## src/rtl/atta_trace_uart.sv

```systemverilog
// Trace word sink: buffers 36-bit CPU trace words in a FIFO and ships each one
// as a five-byte 8N1 UART frame, first byte tagged with 4'hA.
module atta_trace_uart #(
    parameter int CLK_DIV = 868,
    parameter int FIFO_AW = 4
) (
    input  logic               clk_i,
    input  logic               rst_n_i,
    input  logic               trace_valid_i,
    input  logic [35:0]        trace_data_i,
    input  logic               enable_i,
    output logic               uart_tx_o,
    output logic               busy_o,
    output logic               overflow_o,
    output logic [15:0]        drop_cnt_o,
    output logic [FIFO_AW:0]   fifo_level_o
);
    // state | meaning
    // IDLE  | line high, waiting for a queued word and enable_i
    // START | start bit of the current byte
    // DATA  | eight data bits, LSB first
    // STOP  | stop bit; after byte 4 leaves one cycle early so IDLE completes it
    typedef enum logic [1:0] {IDLE, START, DATA, STOP} state_t;

    localparam int          DEPTH    = 2 ** FIFO_AW;
    localparam logic [15:0] BIT_LAST = 16'(CLK_DIV - 1);

    logic [35:0]        mem [DEPTH];
    logic [FIFO_AW-1:0] wr_ptr;
    logic [FIFO_AW-1:0] rd_ptr;
    logic               full;
    logic               empty;
    logic               push;
    logic               pop;

    state_t      state;
    logic [15:0] timer;
    logic [39:0] shreg;
    logic [6:0]  bit_sh;
    logic [2:0]  bit_idx;
    logic [2:0]  byte_idx;

    assign full  = (fifo_level_o == (FIFO_AW + 1)'(DEPTH));
    assign empty = (fifo_level_o == '0);
    assign push  = trace_valid_i && !full;
    assign pop   = (state == IDLE) && !empty && enable_i;

    always_ff @(posedge clk_i) begin
        if (push) begin
            mem[wr_ptr] <= trace_data_i;
        end
    end

    always_ff @(posedge clk_i or negedge rst_n_i) begin
        if (!rst_n_i) begin
            wr_ptr       <= '0;
            rd_ptr       <= '0;
            fifo_level_o <= '0;
            overflow_o   <= 1'b0;
            drop_cnt_o   <= '0;
        end else begin
            if (push) begin
                wr_ptr <= wr_ptr + 1'b1;
            end
            if (pop) begin
                rd_ptr <= rd_ptr + 1'b1;
            end
            case ({push, pop})
                2'b10:   fifo_level_o <= fifo_level_o + 1'b1;
                2'b01:   fifo_level_o <= fifo_level_o - 1'b1;
                default: fifo_level_o <= fifo_level_o;
            endcase
            // Full is judged before the pop, so a write while full is always lost
            if (trace_valid_i && full) begin
                overflow_o <= 1'b1;
                if (drop_cnt_o != 16'hFFFF) begin
                    drop_cnt_o <= drop_cnt_o + 16'd1;
                end
            end
        end
    end

    always_ff @(posedge clk_i or negedge rst_n_i) begin
        if (!rst_n_i) begin
            state     <= IDLE;
            uart_tx_o <= 1'b1;
            busy_o    <= 1'b0;
            timer     <= '0;
            shreg     <= '0;
            bit_sh    <= '0;
            bit_idx   <= '0;
            byte_idx  <= '0;
        end else begin
            case (state)
                IDLE: begin
                    if (pop) begin
                        shreg     <= {4'hA, mem[rd_ptr]};
                        byte_idx  <= '0;
                        uart_tx_o <= 1'b0;
                        busy_o    <= 1'b1;
                        timer     <= BIT_LAST;
                        state     <= START;
                    end
                end
                START: begin
                    if (timer == '0) begin
                        uart_tx_o <= shreg[32];
                        bit_sh    <= shreg[39:33];
                        shreg     <= {shreg[31:0], 8'h00};
                        bit_idx   <= '0;
                        timer     <= BIT_LAST;
                        state     <= DATA;
                    end else begin
                        timer <= timer - 16'd1;
                    end
                end
                DATA: begin
                    if (timer == '0) begin
                        timer <= BIT_LAST;
                        if (bit_idx == 3'd7) begin
                            uart_tx_o <= 1'b1;
                            state     <= STOP;
                        end else begin
                            uart_tx_o <= bit_sh[0];
                            bit_sh    <= {1'b0, bit_sh[6:1]};
                            bit_idx   <= bit_idx + 3'd1;
                        end
                    end else begin
                        timer <= timer - 16'd1;
                    end
                end
                STOP: begin
                    if (byte_idx == 3'd4 && timer == 16'd1) begin
                        busy_o <= 1'b0;
                        state  <= IDLE;
                    end else if (timer == '0) begin
                        uart_tx_o <= 1'b0;
                        byte_idx  <= byte_idx + 3'd1;
                        timer     <= BIT_LAST;
                        state     <= START;
                    end else begin
                        timer <= timer - 16'd1;
                    end
                end
                default: state <= IDLE;
            endcase
        end
    end
endmodule
```

## config.mk

```make
export PLATFORM = sky130hd
export DESIGN_NAME = atta_trace_uart
export DESIGN_NICKNAME = d
export VERILOG_FILES = /design/src/rtl/atta_trace_uart.sv
export SDC_FILE = /design/constraint.sdc
export NUM_CORES = 1
export LEC_CHECK = 0
export CAP_MARGIN = 10
export CORE_ASPECT_RATIO = 2
export CORE_MARGIN = 10
export CORE_UTILIZATION = 61
export CTS_CLUSTER_DIAMETER = 100
export DETAILED_ROUTE_END_ITERATION = 8
export GPL_TIMING_DRIVEN = 0
export MAX_ROUTING_LAYER = met4
export PLACE_DENSITY_LB_ADDON = 0.05
export SYNTH_ARGS = -nofsm -noshare
export SYNTH_HDL_FRONTEND = slang
export SYNTH_SLANG_ARGS = --single-unit
```

## constraint.sdc

```tcl
create_clock -name clk_i -period 6 [get_ports clk_i]
set_clock_uncertainty 0.1 [all_clocks]
set_input_delay 1.2 -clock clk_i [delete_from_list [all_inputs] [get_ports clk_i]]
set_output_delay 1.2 -clock clk_i [all_outputs]
set_load 0.02 [all_outputs]
```

# After elaboration in Yosys (flattened, before gate mapping)
# Memory sizes are Yosys's and may differ from the RTL's.
# Index checks and enable logic that the tools add are counted.
[word_totals] register_bits=103 ramBits=576 memories=1 output_inout_bits=24
[classes] add_sub_neg=8 mux=39 n_eq_ne=19 n_reduce_logical=23
[mem_list] memory="mem" words=16 width=36 rd=1 rd_ports_with_merged_regs=0 wr=1 line="28" text="logic [35:0] mem [DEPTH];"
[ops] operator="two-way mux 40 bit" count=2
[ops] operator="one-hot mux 40 bit (2 select lines)" count=1
[ops] operator="two-way mux 16 bit" count=3
[ops] operator="one-hot mux 16 bit (3 select lines)" count=1
[ops] operator="two-way mux 7 bit" count=3
[ops] operator="two-way mux 3 bit" count=6
[ops] operator="adder 16 x 1 -> 16 bit, second input constant" count=1
[ops] operator="equality test 16 x 1 -> 1 bit, second input constant" count=1
[ops] operator="zero test 16 bit" count=1
[ops] operator="inequality test 16 bit, second input constant" count=1
[ops] operator="inequality test 2 bit, second input constant" count=8
[ops] operator="subtractor 16 x 1 -> 16 bit, second input constant" count=1
[ops] operator="one-hot mux 7 bit (2 select lines)" count=1
[ops] operator="two-way mux 2 bit" count=6
[ops] operator="one-hot mux 3 bit (2 select lines)" count=2
[ops] operator="two-way mux 1 bit" count=10
[ops] operator="one-hot mux 5 bit (2 select lines)" count=1
[ops] operator="AND reduction 5 bit" count=2
[ops] operator="adder 4 x 1 -> 4 bit, second input constant" count=2
[ops] operator="one-hot mux 2 bit (4 select lines)" count=1
[ops] operator="AND reduction 4 bit" count=2
[ops] operator="nonzero test 2 bit" count=4
[ops] operator="adder 3 x 1 -> 3 bit, second input constant" count=2
[ops] operator="equality test 2 bit, second input constant" count=3
[ops] operator="other kinds (15)" count=24

# Longest topological paths before layout
[logic_depth] depth_word=6 depth_mapped=14 depth_no_buf=13

# Least setup slack after synthesis
# OpenSTA, ideal clock, no wires.
[synth_path] kind="input to register" startpoint="input trace_valid_i" endpoint="memory mem[3][0] (enable)" arrival_ps=4343 cell_stages=3 path_slack_ps=1083 path_cell_list="a21boi_1 > nand2_1 > nor3_1"
[synth_between] elab_chain_cells=3
[synth_lines] element="start: declaration" line="9" text="input logic trace_valid_i,"
[synth_lines] element="logical AND 1 bit" line="45" text="assign push = trace_valid_i && !full;"
[synth_lines] element="two-way mux 1 bit" line="49" text="if (push) begin"
[synth_lines] element="two-way mux 1 bit (not written as such)" line="50" text="mem[wr_ptr] <= trace_data_i;"
[synth_lines] element="end: declaration" line="28"
# Every way passes these cells.

# Final worst setup path
[layout_path] startpoint="register rd_ptr[0]" endpoint="register shreg[9]"
[layout_between] elab_chain_cells=3
[layout_lines] element="start: declaration" line="30" text="logic [FIFO_AW-1:0] rd_ptr;"
[layout_lines] element="start signal: assignment" line="66" text="rd_ptr <= rd_ptr + 1'b1;"
[layout_lines] element="memory read (16 x 36 bit)"
[layout_lines] element="two-way mux 40 bit" line="96" text="if (pop) begin"
[layout_lines] element="one-hot mux 40 bit (2 select lines)" line="94" text="case (state)"
[layout_lines] element="end signal: assignment" line="97" text="shreg <= {4'hA, mem[rd_ptr]};"
[layout_lines] element="end signal: assignment" line="109" text="shreg <= {shreg[31:0], 8'h00};"
[layout_lines] element="end: declaration" line="38" text="logic [39:0] shreg;"
# Every way passes these cells. The select of a mux whose other input is x is not followed.
# A chain may end at the register's enable or synchronous reset.

==> metrics.yaml <==
status: "finished clean"
nFillCells: 2655
syn_avg_cell_area_um2: 18.8
endpoint_kind: "flop"
hold_viol: 0
clk_latency_ns: 0.60
yosysTopAreaCellShare: 0.647
fin_setup_tns_ns: 0
syn2layout_area_growth_pct: 14.8
period_share: 0.672
crit_fanout: 10
ys_ff_latch: 679
final_core_util: 0.708
slew_headroom: 0.237
worst-endpoint-arrival_ns: 4.40
dr_total_vias: 14200
grt_use_total: 0.251
ant_nets: 0
hold_depth: 1
layout_commonest_cell: "edfxtp_1"
dp_hpwl_um: 43200
finalCriticalPeriod_ns: 4.03
syn_area_um2: 26700
cts_tree: "built"
grt_overflow: 0
grt_setup_unrepaired: "false"
num_rows: 108
powerDensity_nw_per_um2: 465
worstHoldPathType: "flop to flop"
clock_path_buffers: 3
power_frac_comb: 0.314
synth-edff-count: 576
worstPathRequired_ns: 6.37
internal-power_w: 0.00964
syn_nets: 1484
ctsResizeCount: 0
gp_congestion: 0.876
grt_pass1_vias: 15100
start_kind: "flop"
clock-root-buffer: "clkbuf_16"
port_buffers: 63
io_pins: 64
final_max_slew_viol_count: 0
routed_wl_um: 64000
avgRoutedWirePerCell_um: 29.3
setup_violations: 0
power_leakage_nw: 10.1
postCtsSetupRepairBufs: 0
post_route_cells_drive_above_1_share: 0.200
yosys_warnings: 0
ys_seq_area_frac: 0.743
grt_pass1_wl_um: 95800
die_h_um: 316
whs_ns: 0.365
p_sw_frac: 0.324
rr_worst_depth: 8
synthTopCellsByArea: "edfxtp_1 65%, mux4_2 12%, dfrtp_1 9.5%, a21oi_1 1.9%, a22oi_1 1.5%"
fmax_mhz: 248
peakVddDrop_mv: 0.354
tightest_slew_ns: 1.14
seqPwrFrac: 0.419
antenna_found_initial: 0
power_frac_clock: 0.267
maxCapViolCount: 0
final_cell_mix: "576 x edfxtp_1, 144 x mux4_2, 103 x a21oi_1"
grt_max_degree: 69
nNetsFinal: 1643
cts_htree_levels: 2
start_util: 0.617
die_w_um: 168
synth_top_area_cell: "edfxtp_1"
coreArea_um2: 43400
synth-async-reset-ratio: 0.152
route.detailed.drc: 0
synth-main-ff-cell: "edfxtp_1"
cts_hold_buf: 0
cts_sinks: 679
synthCells: 1422
yosysUniqueCellTypes: 59
die_area_um2: 53100
via_per_inst: 6.53
drt-initial-drc-count: 1195
critical_path_class: "flop to flop"
p_switching_w: 0.00463
cts_made_buffers: 57
drtPass1Iterations: 5
clk_pin_slew_ns: 0.07
==> through the flow <==
| step | setup slack (ns) | power [W] | instance area, µm² | std cells |
|---|---|---|---|---|
| floorplan | 1.08 | 0.00884 | 26700 | 1422 |
| global placement | -3.09 | 0.0103 | 28100 | 2035 |
| detailed placement | 1.45 | 0.0106 | 28700 | 2070 |
| CTS | 1.92 | 0.0143 | 30700 | 2177 |
| global route | 1.78 | 0.0148 | 30700 | 2179 |
| finish | 1.97 | 0.0143 | 30700 | 2180 |
==> power groups by stage <==
stage	registers (W)	logic, W	clock network (W)
2_1_floorplan	0.00605	0.00280	0
3_3_place_gp	0.00609	0.00422	0
3_5_place_dp	0.00607	0.00449	0
4_1_cts	0.00597	0.00451	0.00386
5_1_grt	0.00602	0.00478	0.00403
6_report	0.00597	0.00448	0.00381
==> critical path, cell delays in order (launching register included) <==
cell	delay (ns)
dfrtp_1	0.37
clkbuf_1	0.73
buf_1	0.78
buf_2	0.54
mux4_2	0.57
mux2i_1	0.40
nand2_1	0.12
o211ai_1	0.18
nand2_1	0.09
==> path summary, 6_finish.rpt <==
kind                             from         end  slack (ns)
max                         rd_ptr[0]    shreg[9]        1.97
min                        overflow_o  overflow_o        0.37
max reg2reg                 rd_ptr[0]    shreg[9]        1.97
min reg2reg                overflow_o  overflow_o        0.37
max in group asynchronous     rst_n_i   uart_tx_o        4.57
min in group asynchronous     rst_n_i   wr_ptr[2]        0.48
==> state kept, by name (all words and copies together), names as in the netlist, 4 cells and up <==
| signal | flops |
|---|---|
| rd_ptr | 4 |
| wr_ptr | 4 |
| mem | 576 |
| bit_sh | 7 |
| drop_cnt_o | 16 |
| fifo_level_o | 5 |
| shreg | 40 |
| timer | 16 |
==> cell usage after synthesis (all sizes together) (2+ instances only) <==
cell type,count
a211o,2
a211oi,10
a21boi,2
a21o,3
a21oi,103
a22o,14
a22oi,55
and2,3
and3,4
buf,37
clkbuf,40
dfrtp,102
edfxtp,576
ha,21
inv,22
mux2,5
mux2i,15
mux4,144
nand2,30
nand2b,5
nand3,19
nand4,10
nor2,66
nor2b,13
nor3,8
nor4,4
o211ai,3
o21ai,25
o22a,2
o22ai,2
o31ai,7
o41ai,2
or2,4
or3,14
or4,11
or4b,3
xnor2,15
xor2,8
==> logic make-up after synthesis <==
logic type      after synthesis  share of synthesized area
buf+inv                      99                     0.0155
flops                       679                      0.743
mux                         164                      0.129
fa+ha+maj                    22                     0.0106
xor+xnor                     23                    0.00753
compound gates              235                     0.0557
simple gates                200                     0.0386
==> cell type report <==
type,instances,area [µm²],share of cell area
Multi-Input combinational cell,644,6560,0.214
Inverter,22,82.6,0.00269
Timing Repair Buffer,100,1210,0.0394
Tap cell,550,688,0.0224
Clock buffer,68,1540,0.0500
Buffer,77,332,0.0108
Clock inverter,39,405,0.0132
Antenna cell,1,2.50,0.0000815
Sequential cell,679,19900,0.648
==> per-layer routing <==
layer  GRT usage  routed length, µm
met1       0.274              21700
met2       0.450              35900
met5           -                  0
met4       0.108               2980
met3      0.0299               3280
Power figures use the tool's default switching activity.
